===== src/rtl/obstacle_scheduler.sv =====
// Obstacle spawn scheduler.
// Offers a new obstacle every SPAWN_PERIOD frame ticks into the lowest free slot. The offer
// carries a pseudo-random start x and type taken from a free-running 10-bit LFSR. An offer is
// held with a valid/ready handshake and cannot be withdrawn.
//
// Ports:
//   clk, reset            system clock, synchronous active-high reset
//   frame_tick            one-cycle pulse per video frame
//   enable                game running; 0 pauses scheduling
//   slot_done[3:0]        per-slot pulse: obstacle in slot i left the screen
//   spawn_ready           datapath accepts the current offer
//   spawn_valid           offer pending
//   spawn_slot[1:0]       slot index of the offer
//   spawn_x[9:0]          start x of the offer, 0..X_MAX-1
//   spawn_type[1:0]       obstacle type of the offer
//   active_mask[3:0]      live-obstacle slots
//   spawn_count[15:0]     accepted spawns, saturating
module obstacle_scheduler #(
  parameter int unsigned SPAWN_PERIOD = 60,
  parameter int unsigned X_MAX        = 608,
  parameter logic [9:0]  LFSR_SEED    = 10'h1A5
) (
  input  logic        clk,
  input  logic        reset,
  input  logic        frame_tick,
  input  logic        enable,
  input  logic [3:0]  slot_done,
  input  logic        spawn_ready,
  output logic        spawn_valid,
  output logic [1:0]  spawn_slot,
  output logic [9:0]  spawn_x,
  output logic [1:0]  spawn_type,
  output logic [3:0]  active_mask,
  output logic [15:0] spawn_count
);

  localparam logic [7:0] PeriodLast = 8'(SPAWN_PERIOD - 1);
  localparam logic [9:0] XMax       = 10'(X_MAX);

  typedef enum logic [1:0] {StIdle, StWait, StPick, StOffer} state_e;

  state_e      state_q, state_d;
  logic [7:0]  timer_q, timer_d;
  logic [9:0]  lfsr_q, lfsr_d;
  logic [1:0]  slot_q, slot_d;
  logic [9:0]  x_q, x_d;
  logic [1:0]  type_q, type_d;
  logic [3:0]  mask_q, mask_d;
  logic [15:0] count_q, count_d;

  logic        free_found;
  logic [1:0]  free_slot;
  logic [9:0]  lfsr_x;
  logic        accept;

  assign accept = (state_q == StOffer) && spawn_ready;

  // Lowest-index free slot; descending scan so the lowest index is assigned last.
  always_comb begin
    free_found = 1'b0;
    free_slot  = 2'd0;
    for (int i = 3; i >= 0; i--) begin
      if (!mask_q[i]) begin
        free_found = 1'b1;
        free_slot  = 2'(i);
      end
    end
  end

  // X_MAX >= 512 guarantees a single subtraction folds any 10-bit value into range.
  assign lfsr_x = (lfsr_q < XMax) ? lfsr_q : (lfsr_q - XMax);

  always_comb begin
    state_d = state_q;
    timer_d = timer_q;
    slot_d  = slot_q;
    x_d     = x_q;
    type_d  = type_q;
    unique case (state_q)
      StIdle: begin
        timer_d = 8'd0;
        if (enable) state_d = StWait;
      end
      StWait: begin
        if (!enable) begin
          state_d = StIdle;
          timer_d = 8'd0;
        end else if (frame_tick) begin
          if (timer_q == PeriodLast) begin
            timer_d = 8'd0;
            state_d = StPick;
          end else begin
            timer_d = timer_q + 8'd1;
          end
        end
      end
      StPick: begin
        // All slots busy: skip this attempt.
        if (free_found) begin
          slot_d  = free_slot;
          x_d     = lfsr_x;
          type_d  = lfsr_q[1:0] ^ lfsr_q[9:8];
          state_d = StOffer;
        end else begin
          state_d = StWait;
        end
      end
      StOffer: begin
        // enable is deliberately ignored here: an offer is never withdrawn.
        if (spawn_ready) state_d = StWait;
      end
      default: state_d = StIdle;
    endcase
  end

  always_comb begin
    mask_d = mask_q & ~slot_done;
    if (accept) mask_d[slot_q] = 1'b1;
    count_d = count_q;
    if (accept && (count_q != 16'hFFFF)) count_d = count_q + 16'd1;
    // Fibonacci x^10 + x^7 + 1.
    lfsr_d = {lfsr_q[8:0], lfsr_q[9] ^ lfsr_q[6]};
  end

  always_ff @(posedge clk) begin
    if (reset) begin
      state_q <= StIdle;
      timer_q <= 8'd0;
      lfsr_q  <= LFSR_SEED;
      slot_q  <= 2'd0;
      x_q     <= 10'd0;
      type_q  <= 2'd0;
      mask_q  <= 4'd0;
      count_q <= 16'd0;
    end else begin
      state_q <= state_d;
      timer_q <= timer_d;
      lfsr_q  <= lfsr_d;
      slot_q  <= slot_d;
      x_q     <= x_d;
      type_q  <= type_d;
      mask_q  <= mask_d;
      count_q <= count_d;
    end
  end

  assign spawn_valid = (state_q == StOffer);
  assign spawn_slot  = slot_q;
  assign spawn_x     = x_q;
  assign spawn_type  = type_q;
  assign active_mask = mask_q;
  assign spawn_count = count_q;

endmodule

===== config.mk =====
export PLATFORM = sky130hd
export DESIGN_NAME = obstacle_scheduler
export DESIGN_NICKNAME = d
export VERILOG_FILES = /design/src/rtl/obstacle_scheduler.sv
export SDC_FILE = /design/constraint.sdc
export NUM_CORES = 1
export LEC_CHECK = 0
export ABC_AREA = 1
export CAP_MARGIN = 20
export CORE_MARGIN = 2
export CORE_UTILIZATION = 57
export DETAILED_ROUTE_END_ITERATION = 8
export PLACE_DENSITY = 0.9
export SLEW_MARGIN = 20
export SYNTH_ARGS = -nofsm -noshare
export SYNTH_HDL_FRONTEND = slang
export SYNTH_SLANG_ARGS = --single-unit

===== constraint.sdc =====
create_clock -name clk -period 3.3 [get_ports clk]
set_input_delay 0.825 -clock clk [delete_from_list [all_inputs] [get_ports clk]]
set_output_delay 0.825 -clock clk [all_outputs]
set_load 0.01 [all_outputs]

==> impl_results.md, run 1 <==
- Max incr delay on CP: 0.55 ns
- Global-route wire length before repair: 9260 um
- Place WS: 1.06 ns
- Layout filler cell count: 383
- FFs w/ async S/R, synth: 0
- Area grow syn2layout: 20.0%
- Hold buffer count at cts: 0
- Synthesized area: 0.00270 mm^2
- Yosys reg bits: 54
- Starting density of the core: 0.583
- DR vias/cell: 5.22
- Worst EP required: 2.47 ns
- H-tree level count: 2
- Clock sinks: 54
- # placed instances: 465
- Worst vdd rail ir drop: 350 uV
- Post-route ant nets: 0
- Syn nets: 395
- Internal power: 1.22 mW
- Die ar.: 0.00530 mm^2
- Total Nets Final: 436
- Startpoint types: flop
- RSZ-0062 raised after global routing: false
- Iter 0 DRT Violations: 86
- Pins Over Slew Limit: 0
- Synth unique cells: 32
- GRT Overall Usage: 0.220
- Final Power: 1.90 mW
- Top Ports: 44
- Crit Path Class: reg2out
- Iteration count of the initial detailed-routing pass: 4
- Die width: 72.8 um
- Clock power share: 0.206
- Final Hold Fails: 0
- EDFF count, synth: 0
- Multi-input logic area: 0.00136 mm^2
- Final count of negative-setup-slack endpoints: 0
- Postcts setup bufs: 0
- Setup WS post-layout: 1.00 ns
- Final std cells w/o fill: 473
- Hpwl dp: 4060 um
- Placer Congestion: 0.882
- Max Root-Sink Buffers: 2
- Hold WC Path Type: reg2reg
- CP cell instances: ha_1 > clkdlybuf4s50_1
- Worst EP arrival: 1.47 ns
- Setup TNS: 0 ns
- Status: complete, no violations
- Sw Ratio: 0.358
- Worst path slowest cell: clkdlybuf4s50_1
- Pleak: 1.34 nW
- Routed length per instance: 11.5 um
- FF/Latch Area: 0.00108 mm^2
- Post_cts resized: 0
- Main synth FF type: dfxtp_1
- Core Util, Final: 0.700
- CTS tree: yes
- Remaining DRCs: 0
- Cell Area, Placed: 0.00315 mm^2
- Clock skew: 0.00376 ns
- Clk root buf: clkbuf_8
- Antenna violations before repair: 0
- Core ar.: 0.00463 mm^2
- P per Cell Area: 586 mW/mm^2
- CTS buffer count: 5
- Period utilisation layout: 0.696
- Buf/Inv on CP: 1
- Final instance area: 0.00324 mm^2
- Largest net degree at the start of global routing: 27
- I/O Buffers: 43
- Worst-Skew Late Latency: 0.31 ns
- Sequential fraction of the synthesis area: 0.400
- Die Ht: 72.8 um
- Routed WL: 5460 um
- Share of layout cells above drive strength 1: 0.0931
- Clk slew on worst S/H paths: 0.10 ns
- Mean Syn Cell Area: 7.16 um^2
- Slew HR: 0.526
- Worst setup EP type: output port
- Worst Path Max Fanout: 4
- Seq pwr share: 0.441
- Max Fclk: 435 MHz
- Worst Hold Slack: 0.452 ns
- Fin crit period: 2.30 ns
- Max_cap viols: 0
- Sw Pwr: 0.680 mW
- DR vias: 2470
- Overflow after GRT: 0
- Site row count: 25
- Combinational Power Share: 0.353
- Syn. warnings: 0
- Vias in the first global route: 2244
- CP top delay family: buffers and inverters
- Inserted Diodes: 0
- Synth Instances: 377
- Worst-Margin Slew: 0.710 ns
-- layout make-up --
cell class / count / share of cell area
clock buffers: 7 / 0.0266
clock inverters: 1 / 0.00270
inverters: 53 / 0.0618
multi-input cells: 260 / 0.419
flip-flops and latches: 54 / 0.334
repair buffers: 44 / 0.135
well taps: 54 / 0.0208
-- sequential cells by signal, summed over array words and instances (netlist names) --
name	cells
spawn_count	16
lfsr_q	10
spawn_x	10
timer_q	8
active_mask	4
spawn_slot	2
spawn_type	2
state_q	2
-- power groups by stage --
stage / clock network, mW / logic (mW) / registers [mW]
after CTS: 0.398 / 0.675 / 0.836
after floorplan: 0 / 0.399 / 0.872
final: 0.391 / 0.670 / 0.838
after global routing: 0.415 / 0.763 / 0.850
after global placement: 0 / 0.643 / 0.847
after detailed placement: 0 / 0.669 / 0.850
-- worst paths after layout --
kind	start	end	slack, ns	cells after the start
max	state_q[0]	spawn_valid	1.00	2
min	lfsr_q[4]	lfsr_q[5]	0.45	2
max reg2reg	state_q[0]	state_q[1]	1.43	8
min reg2reg	lfsr_q[4]	lfsr_q[5]	0.45	2
-- logic make-up after synthesis --
logic type / after synthesis / synth area share
AOI/OAI and AO/OA: 47 / 0.109
DFF: 54 / 0.400
adders and majority gates: 9 / 0.0417
xor gates and xnor gates: 12 / 0.0389
and+or+nand+nor: 192 / 0.314
buffers and inverters: 63 / 0.0964
-- tightest hold or removal path, stage by stage (launching register included) --
cell and delay, ns:
dfxtp_1 0.33, inv_1 0.05, nand2_1 0.05
-- layout by cell type (no fill, tap or decap), drive strengths merged --
| cell | netlist | final |
|---|---|---|
| nor3 | 1 | 1 |
| a21oi | 27 | 27 |
| buf | 6 | 1 |
| nand2 | 100 | 100 |
| a211oi | 5 | 5 |
| dfxtp | 54 | 54 |
| nor2 | 60 | 60 |
| xor2 | 8 | 8 |
| nand3b | 2 | 2 |
| clkinv | 1 | 1 |
| a32oi | 1 | 1 |
| o211ai | 1 | 1 |
| clkbuf | 4 | 7 |
| ha | 9 | 9 |
| clkdlybuf4s50 | 0 | 43 |
| nand3 | 22 | 22 |
| xnor2 | 4 | 4 |
| o21bai | 1 | 1 |
| o21ai | 12 | 12 |
| nand4 | 5 | 5 |
| or2 | 2 | 2 |
| inv | 52 | 53 |
-- synthesized netlist by cell type (2+ instances only) --
cell      instances  area (um^2)
a211oi_1          5         37.5
a21oi_1          17         85.1
a21oi_2          10         87.6
buf_2             3         15.0
clkbuf_1          4         15.0
dfxtp_1          54         1080
ha_1              9          113
inv_1            49          184
inv_2             3         11.3
nand2_1          92          345
nand2_2           6         37.5
nand2_4           2         22.5
nand3_1          21          105
nand3b_1          2         15.0
nand4_1           5         31.3
nor2_1           53          199
nor2_2            3         18.8
nor2_4            4         45.0
o21ai_0          12         60.1
xnor2_1           4         35.0
xor2_1            8         70.1
-- routing by layer --
| layer | GRT usage | up-vias | part of all wire |
|---|---|---|---|
| met5 | 0 | - | 0 |
| met2 | 0.377 | 60 | 0.49 |
| met3 | 0.0470 | 11 | 0.040 |
| met4 | 0.0905 | 0 | 0.017 |
| li1 | - | 1262 | - |
| met1 | 0.268 | 1137 | 0.45 |
No activity file was read; power rests on OpenSTA's default activity.
==> run 2, diff against run 1 <==
--- a/config.mk
+++ b/config.mk
@@ -8,9 +8,9 @@
 export ABC_AREA = 1
 export CAP_MARGIN = 20
 export CORE_MARGIN = 2
-export CORE_UTILIZATION = 57
+export CORE_UTILIZATION = 48
 export DETAILED_ROUTE_END_ITERATION = 8
-export PLACE_DENSITY = 0.9
+export PLACE_DENSITY = 0.82
 export SLEW_MARGIN = 20
 export SYNTH_ARGS = -nofsm -noshare
 export SYNTH_HDL_FRONTEND = slang
==> constraint.sdc (replaced) <==
create_clock -name clk -period 1.9 [get_ports clk]
set_input_delay 0.475 -clock clk [delete_from_list [all_inputs] [get_ports clk]]
set_output_delay 0.475 -clock clk [all_outputs]
set_load 0.01 [all_outputs]
==> impl_results.md, run 2 (synthesis results as in run 1) <==
- Final std cells w/o fill: 496 (was 473)
- Hold WC Path Type: reg2reg (unchanged)
- Worst-Margin Slew: 0.345 ns (was 0.710 ns)
- Hold path start: lfsr_q[2] (was lfsr_q[4])
- Core ar.: 0.00547 mm^2 (was 0.00463 mm^2)
- Final Power: 3.45 mW (was 1.90 mW)
- GRT Overall Usage: 0.202 (was 0.220)
- Final count of negative-setup-slack endpoints: 0 (unchanged)
- Setup WS post-layout: 0.0682 ns (was 1.00 ns)
- DR vias: 2489 (was 2470)
- Core Util, Final: 0.610 (was 0.700)
- Die width: 79 um (was 72.8 um)
- Clock sinks: 54 (unchanged)
- Starting density of the core: 0.493 (was 0.583)
- Most common cell after layout, fill and taps aside: nand2_1 (unchanged)
- Die Ht: 79 um (was 72.8 um)
- Slew HR: 0.770 (was 0.526)
- FF-to-FF Start: spawn_count[0] (was state_q[0])
- Cell Area, Placed: 0.00323 mm^2 (was 0.00315 mm^2)
- Area grow syn2layout: 23.6% (was 20.0%)
- R2R Setup Slk: 0.23 ns (was 1.43 ns)
- Max incr delay on CP: 0.58 ns (was 0.55 ns)
- Max_cap viols: 0 (unchanged)
- Largest net degree at the start of global routing: 27 (unchanged)
- Vias in the first global route: 2454 (was 2244)
- Place WS: 0.0909 ns (was 1.06 ns)
- Worst setup EP type: output port (unchanged)
- Max Fclk: 546 MHz
- Max reg flops: 16 (unchanged)
- CP top delay family: buffers and inverters (unchanged)
- Routed length per instance: 12.1 um (was 11.5 um)
- Status: complete, no violations (unchanged)
- Global-route wire length before repair: 10000 um (was 9260 um)
- Overflow after GRT: 0 (unchanged)
- Total Nets Final: 442 (was 436)
- Placer Congestion: 0.846 (was 0.882)
- H-tree level count: 2 (unchanged)
- CP cell instances: clkdlybuf4s50_1 (was ha_1 > clkdlybuf4s50_1)
- Clock skew: 0.00822 ns (was 0.00376 ns)
- Period utilisation layout: 0.964
- R2R cell count: 9 (was 8)
- Site row count: 27 (was 25)
- Hold Crit Depth: 2 (unchanged)
- Antenna violations before repair: 0 (unchanged)
- Crit Path Class: reg2out (unchanged)
- Max Root-Sink Buffers: 2 (unchanged)
- Post-route ant nets: 0 (unchanged)
- Worst path slowest cell: clkdlybuf4s50_1 (unchanged)
- Worst Path Max Fanout: 6 (was 4)
- Worst EP required: 1.42 ns (was 2.47 ns)
- Pleak: 1.39 nW (was 1.34 nW)
- Hold worst-path end: lfsr_q[3] (was lfsr_q[5])
- Iteration count of the initial detailed-routing pass: 4 (unchanged)
- RSZ-0062 raised after global routing: false (unchanged)
- DR vias/cell: 5.02 (was 5.22)
- Setup TNS: 0 ns (unchanged)
- Startpoint types: flop (unchanged)
- R2r endpoint: spawn_count[9] (was state_q[1])
- Worst vdd rail ir drop: 671 uV (was 350 uV)
- Commonest cells after routing, fill and taps aside: nand2_1 (92), nor2_1 (53), dfxtp_1 (51) (was nand2_1 (92), dfxtp_1 (54), nor2_1 (53))
- Top Ports: 44 (unchanged)
- Routed WL: 6010 um (was 5460 um)
- CTS tree: yes (unchanged)
- Final Hold Fails: 0 (unchanged)
- Postcts setup bufs: 0 (unchanged)
- Remaining DRCs: 0 (unchanged)
- P per Cell Area: 1030 mW/mm^2 (was 586 mW/mm^2)
- Buf/Inv on CP: 1 (unchanged)
- Clk slew on worst S/H paths: 0.10 ns (about the same)
- Iter 0 DRT Violations: 78 (was 86)
- CTS buffer count: 5 (unchanged)
- Hpwl dp: 4420 um (was 4060 um)
- Final instance area: 0.00334 mm^2 (was 0.00324 mm^2)
- Share of layout cells above drive strength 1: 0.116 (was 0.0931)
- Pins Over Slew Limit: 0 (unchanged)
- Fin crit period: 1.83 ns
- # placed instances: 489 (was 465)
- Inserted Diodes: 0 (unchanged)
- I/O Buffers: 43 (unchanged)
- Worst Hold Slack: 0.435 ns (was 0.452 ns)
- Die ar.: 0.00624 mm^2 (was 0.00530 mm^2)
- Worst-Skew Late Latency: 0.31 ns (about the same)
- Clk root buf: clkbuf_8 (unchanged)
- Worst EP arrival: 1.36 ns (was 1.47 ns)
[run 2: cell types whose count changed in the layout (fill, tap and decap cells not counted), sizes merged]
cell | before | now
buf | 1 | 7
bufinv | 0 | 1
clkbuf | 7 | 5
clkdlybuf4s50 | 43 | 42
clkinv | 1 | 2
dlygate4sd2 | 0 | 1
inv | 53 | 52
[run 2: worst max path at each step]
stage | start | to | slack, ns | depth (start not counted)
after global placement | spawn_ready | spawn_count[0] | 0.14 | 6
final | spawn_count[10] | spawn_count[10] | 0.07 | 1
after floorplan | spawn_count[0] | spawn_count[14] | 0.40 | 9
after CTS | spawn_count[2] | spawn_count[2] | 0.05 | 1
after detailed placement | spawn_ready | spawn_count[0] | 0.09 | 6
after global routing | spawn_count[10] | spawn_count[10] | 0.01 | 1
[run 2: repair_timing]
item,4_1_cts,5_1_grt
cloned,0,0
resized for setup,4,1
setup endpoints to repair,1,1
hold buffers,0,0
[run 2: layout make-up]
class	count	area (um^2)
Sequential cell	54	1080
Clock inverter	2	38.8
Inverter	53	200
Clock buffer	5	68.8
Timing Repair Buffer	50	494
Multi-Input combinational cell	260	1360
Tap cell	72	90.1
Fill cell	495	2130
[run 2: report_power, final]
group | internal [mW] | switching (mW)
registers | 1.33 | 0.135
logic | 0.542 | 0.681
clock network | 0.388 | 0.382
total | 2.26 | 1.20
[run 2: per-layer routing]
layer  wire, um  up-vias  share of wire  global-route usage
met5          0        -              0                   0
met4        127        0          0.021               0.105
met3        232       13          0.039              0.0386
met2       3120       53           0.52               0.376
met1       2530     1153           0.42               0.215
li1           -     1270              -                   -
==> run 3, diff against run 2 <==
==> constraint.sdc (replaced) <==
create_clock -name clk -period 1.9 [get_ports clk]
set_input_delay 0.475 -clock clk [delete_from_list [all_inputs] [get_ports clk]]
set_output_delay 0.475 -clock clk [all_outputs]
set_load 0.005 [all_outputs]
==> impl_results.md, run 3 (synthesis results as in run 1) <==
- Clock skew: 0.00785 ns (was 0.00822 ns)
- Pins Over Slew Limit: 0 (unchanged)
- Setup TNS: 0 ns (unchanged)
- DR vias: 2482 (was 2489)
- Max reg flops: 16 (unchanged)
- Clk slew on worst S/H paths: 0.10 ns (about the same)
- Period utilisation layout: 0.986 (was 0.964)
- Worst Setup EP: spawn_valid (was spawn_count[10])
- Die width: 79 um (unchanged)
- I/O Buffers: 43 (unchanged)
- Vias in the first global route: 2454 (unchanged)
- Final Hold Fails: 0 (unchanged)
- Largest net degree at the start of global routing: 27 (unchanged)
- Worst setup EP type: output port (unchanged)
- Placer Congestion: 0.846 (unchanged)
- Worst Path Max Fanout: 4 (was 6)
- Status: complete, no violations (unchanged)
- CTS buffer count: 5 (unchanged)
- Iter 0 DRT Violations: 70 (was 78)
- Global-route wire length before repair: 10000 um (unchanged)
- Slew HR: 0.767 (was 0.770)
- R2r endpoint: spawn_count[9] (unchanged)
- Post-route ant nets: 0 (unchanged)
- Total Nets Final: 444 (was 442)
- Final count of negative-setup-slack endpoints: 0 (unchanged)
- Max Root-Sink Buffers: 2 (unchanged)
- P per Cell Area: 1020 mW/mm^2 (was 1030 mW/mm^2)
- Area grow syn2layout: 24.3% (was 23.6%)
- Clock sinks: 54 (unchanged)
- Worst EP required: 1.42 ns (about the same)
- Max Fclk: 534 MHz (was 546 MHz)
- GRT Overall Usage: 0.202 (unchanged)
- CTS tree: yes (unchanged)
- Hold Crit Depth: 2 (unchanged)
- Pleak: 1.39 nW (about the same)
- Fin crit period: 1.87 ns (was 1.83 ns)
- Core Util, Final: 0.613 (was 0.610)
- Site row count: 27 (unchanged)
- Overflow after GRT: 0 (unchanged)
- FF-to-FF Start: spawn_count[0] (unchanged)
- H-tree level count: 2 (unchanged)
- Worst-Skew Late Latency: 0.31 ns (about the same)
- Die ar.: 0.00624 mm^2 (unchanged)
- Place WS: 0.0909 ns (unchanged)
- Hpwl dp: 4420 um (unchanged)
- Setup WS post-layout: 0.0271 ns (was 0.0682 ns)
- Startpoint types: flop (unchanged)
- Starting density of the core: 0.493 (unchanged)
- Routed length per instance: 12.1 um (about the same)
- Commonest cells after routing, fill and taps aside: nand2_1 (92), nor2_1 (53), dfxtp_1 (52) (was nand2_1 (92), nor2_1 (53), dfxtp_1 (51))
- DR vias/cell: 4.98 (was 5.02)
- Top Ports: 44 (unchanged)
- Clk root buf: clkbuf_8 (unchanged)
- Hold WC Path Type: reg2reg (unchanged)
- Remaining DRCs: 0 (unchanged)
- Setup crit start: state_q[0] (was spawn_count[10])
- Hold buffer count at cts: 0 (unchanged)
- Max_cap viols: 0 (unchanged)
- Worst EP arrival: 1.40 ns (was 1.36 ns)
- Antenna violations before repair: 0 (unchanged)
- Most common cell after layout, fill and taps aside: nand2_1 (unchanged)
- Routed WL: 6020 um (was 6010 um)
- Worst vdd rail ir drop: 653 uV (was 671 uV)
- Crit Path Class: reg2out (unchanged)
- Iteration count of the initial detailed-routing pass: 4 (unchanged)
- Worst-Margin Slew: 0.349 ns (was 0.345 ns)
- Worst Hold Slack: 0.436 ns (was 0.435 ns)
- Share of layout cells above drive strength 1: 0.117 (was 0.116)
- R2R Setup Slk: 0.22 ns (was 0.23 ns)
- Die Ht: 79 um (unchanged)
- Core ar.: 0.00547 mm^2 (unchanged)
- Inserted Diodes: 0 (unchanged)
- R2R cell count: 9 (unchanged)
- RSZ-0062 raised after global routing: false (unchanged)
[run 3: worst min path at each step]
stage | startpoint | end | slack, ns
2_1_floorplan | lfsr_q[4] | lfsr_q[5] | 0.39
3_3_place_gp | lfsr_q[2] | lfsr_q[3] | 0.41
3_5_place_dp | lfsr_q[2] | lfsr_q[3] | 0.42
4_1_cts | lfsr_q[2] | lfsr_q[3] | 0.44
5_1_grt | lfsr_q[2] | lfsr_q[3] | 0.45
6_report | lfsr_q[2] | lfsr_q[3] | 0.44
[run 3: worst max-delay path, stage by stage, from the launching register on]
cell and delay [ns]:
dfxtp_4 0.38, ha_2 0.20, clkdlybuf4s50_1 0.50
[run 3: cell type report]
type	instances	area, um^2
fill	492	2120
multi-input combinational	260	1360
sequential	54	1090
timing repair buffer	52	510
inverter	53	200
tap	72	90.1
clock buffer	5	68.8
clock inverter	2	38.8
[run 3: stage by stage]
step                cells  area (um^2)  power, mW
floorplan             377         2700       2.15
global placement      489         3230       2.60
detailed placement    489         3230       2.64
CTS                   496         3340       3.42
global route          498         3360       3.66
finish                498         3360       3.44
[run 3: power breakdown]
| group | internal (mW) | total [mW] | switching, mW | leakage (nW) |
|---|---|---|---|---|
| logic | 0.567 | 1.20 | 0.637 | 0.899 |
| registers | 1.33 | 1.46 | 0.134 | 0.442 |
| clock network | 0.388 | 0.769 | 0.381 | 0.0542 |
[run 3: timing repair]
item                                    CTS  global route
endpoints found under the setup margin    1             1
resized for setup                         3             1
buffers inserted                          0             2
[run 3: routing by layer]
metal / GRT usage / share of wire / vias to the layer above
met5: 0 / 0 / -
met4: 0.105 / 0.021 / 0
met3: 0.0386 / 0.039 / 11
met2: 0.376 / 0.52 / 49
met1: 0.215 / 0.42 / 1147
li1: - / - / 1275
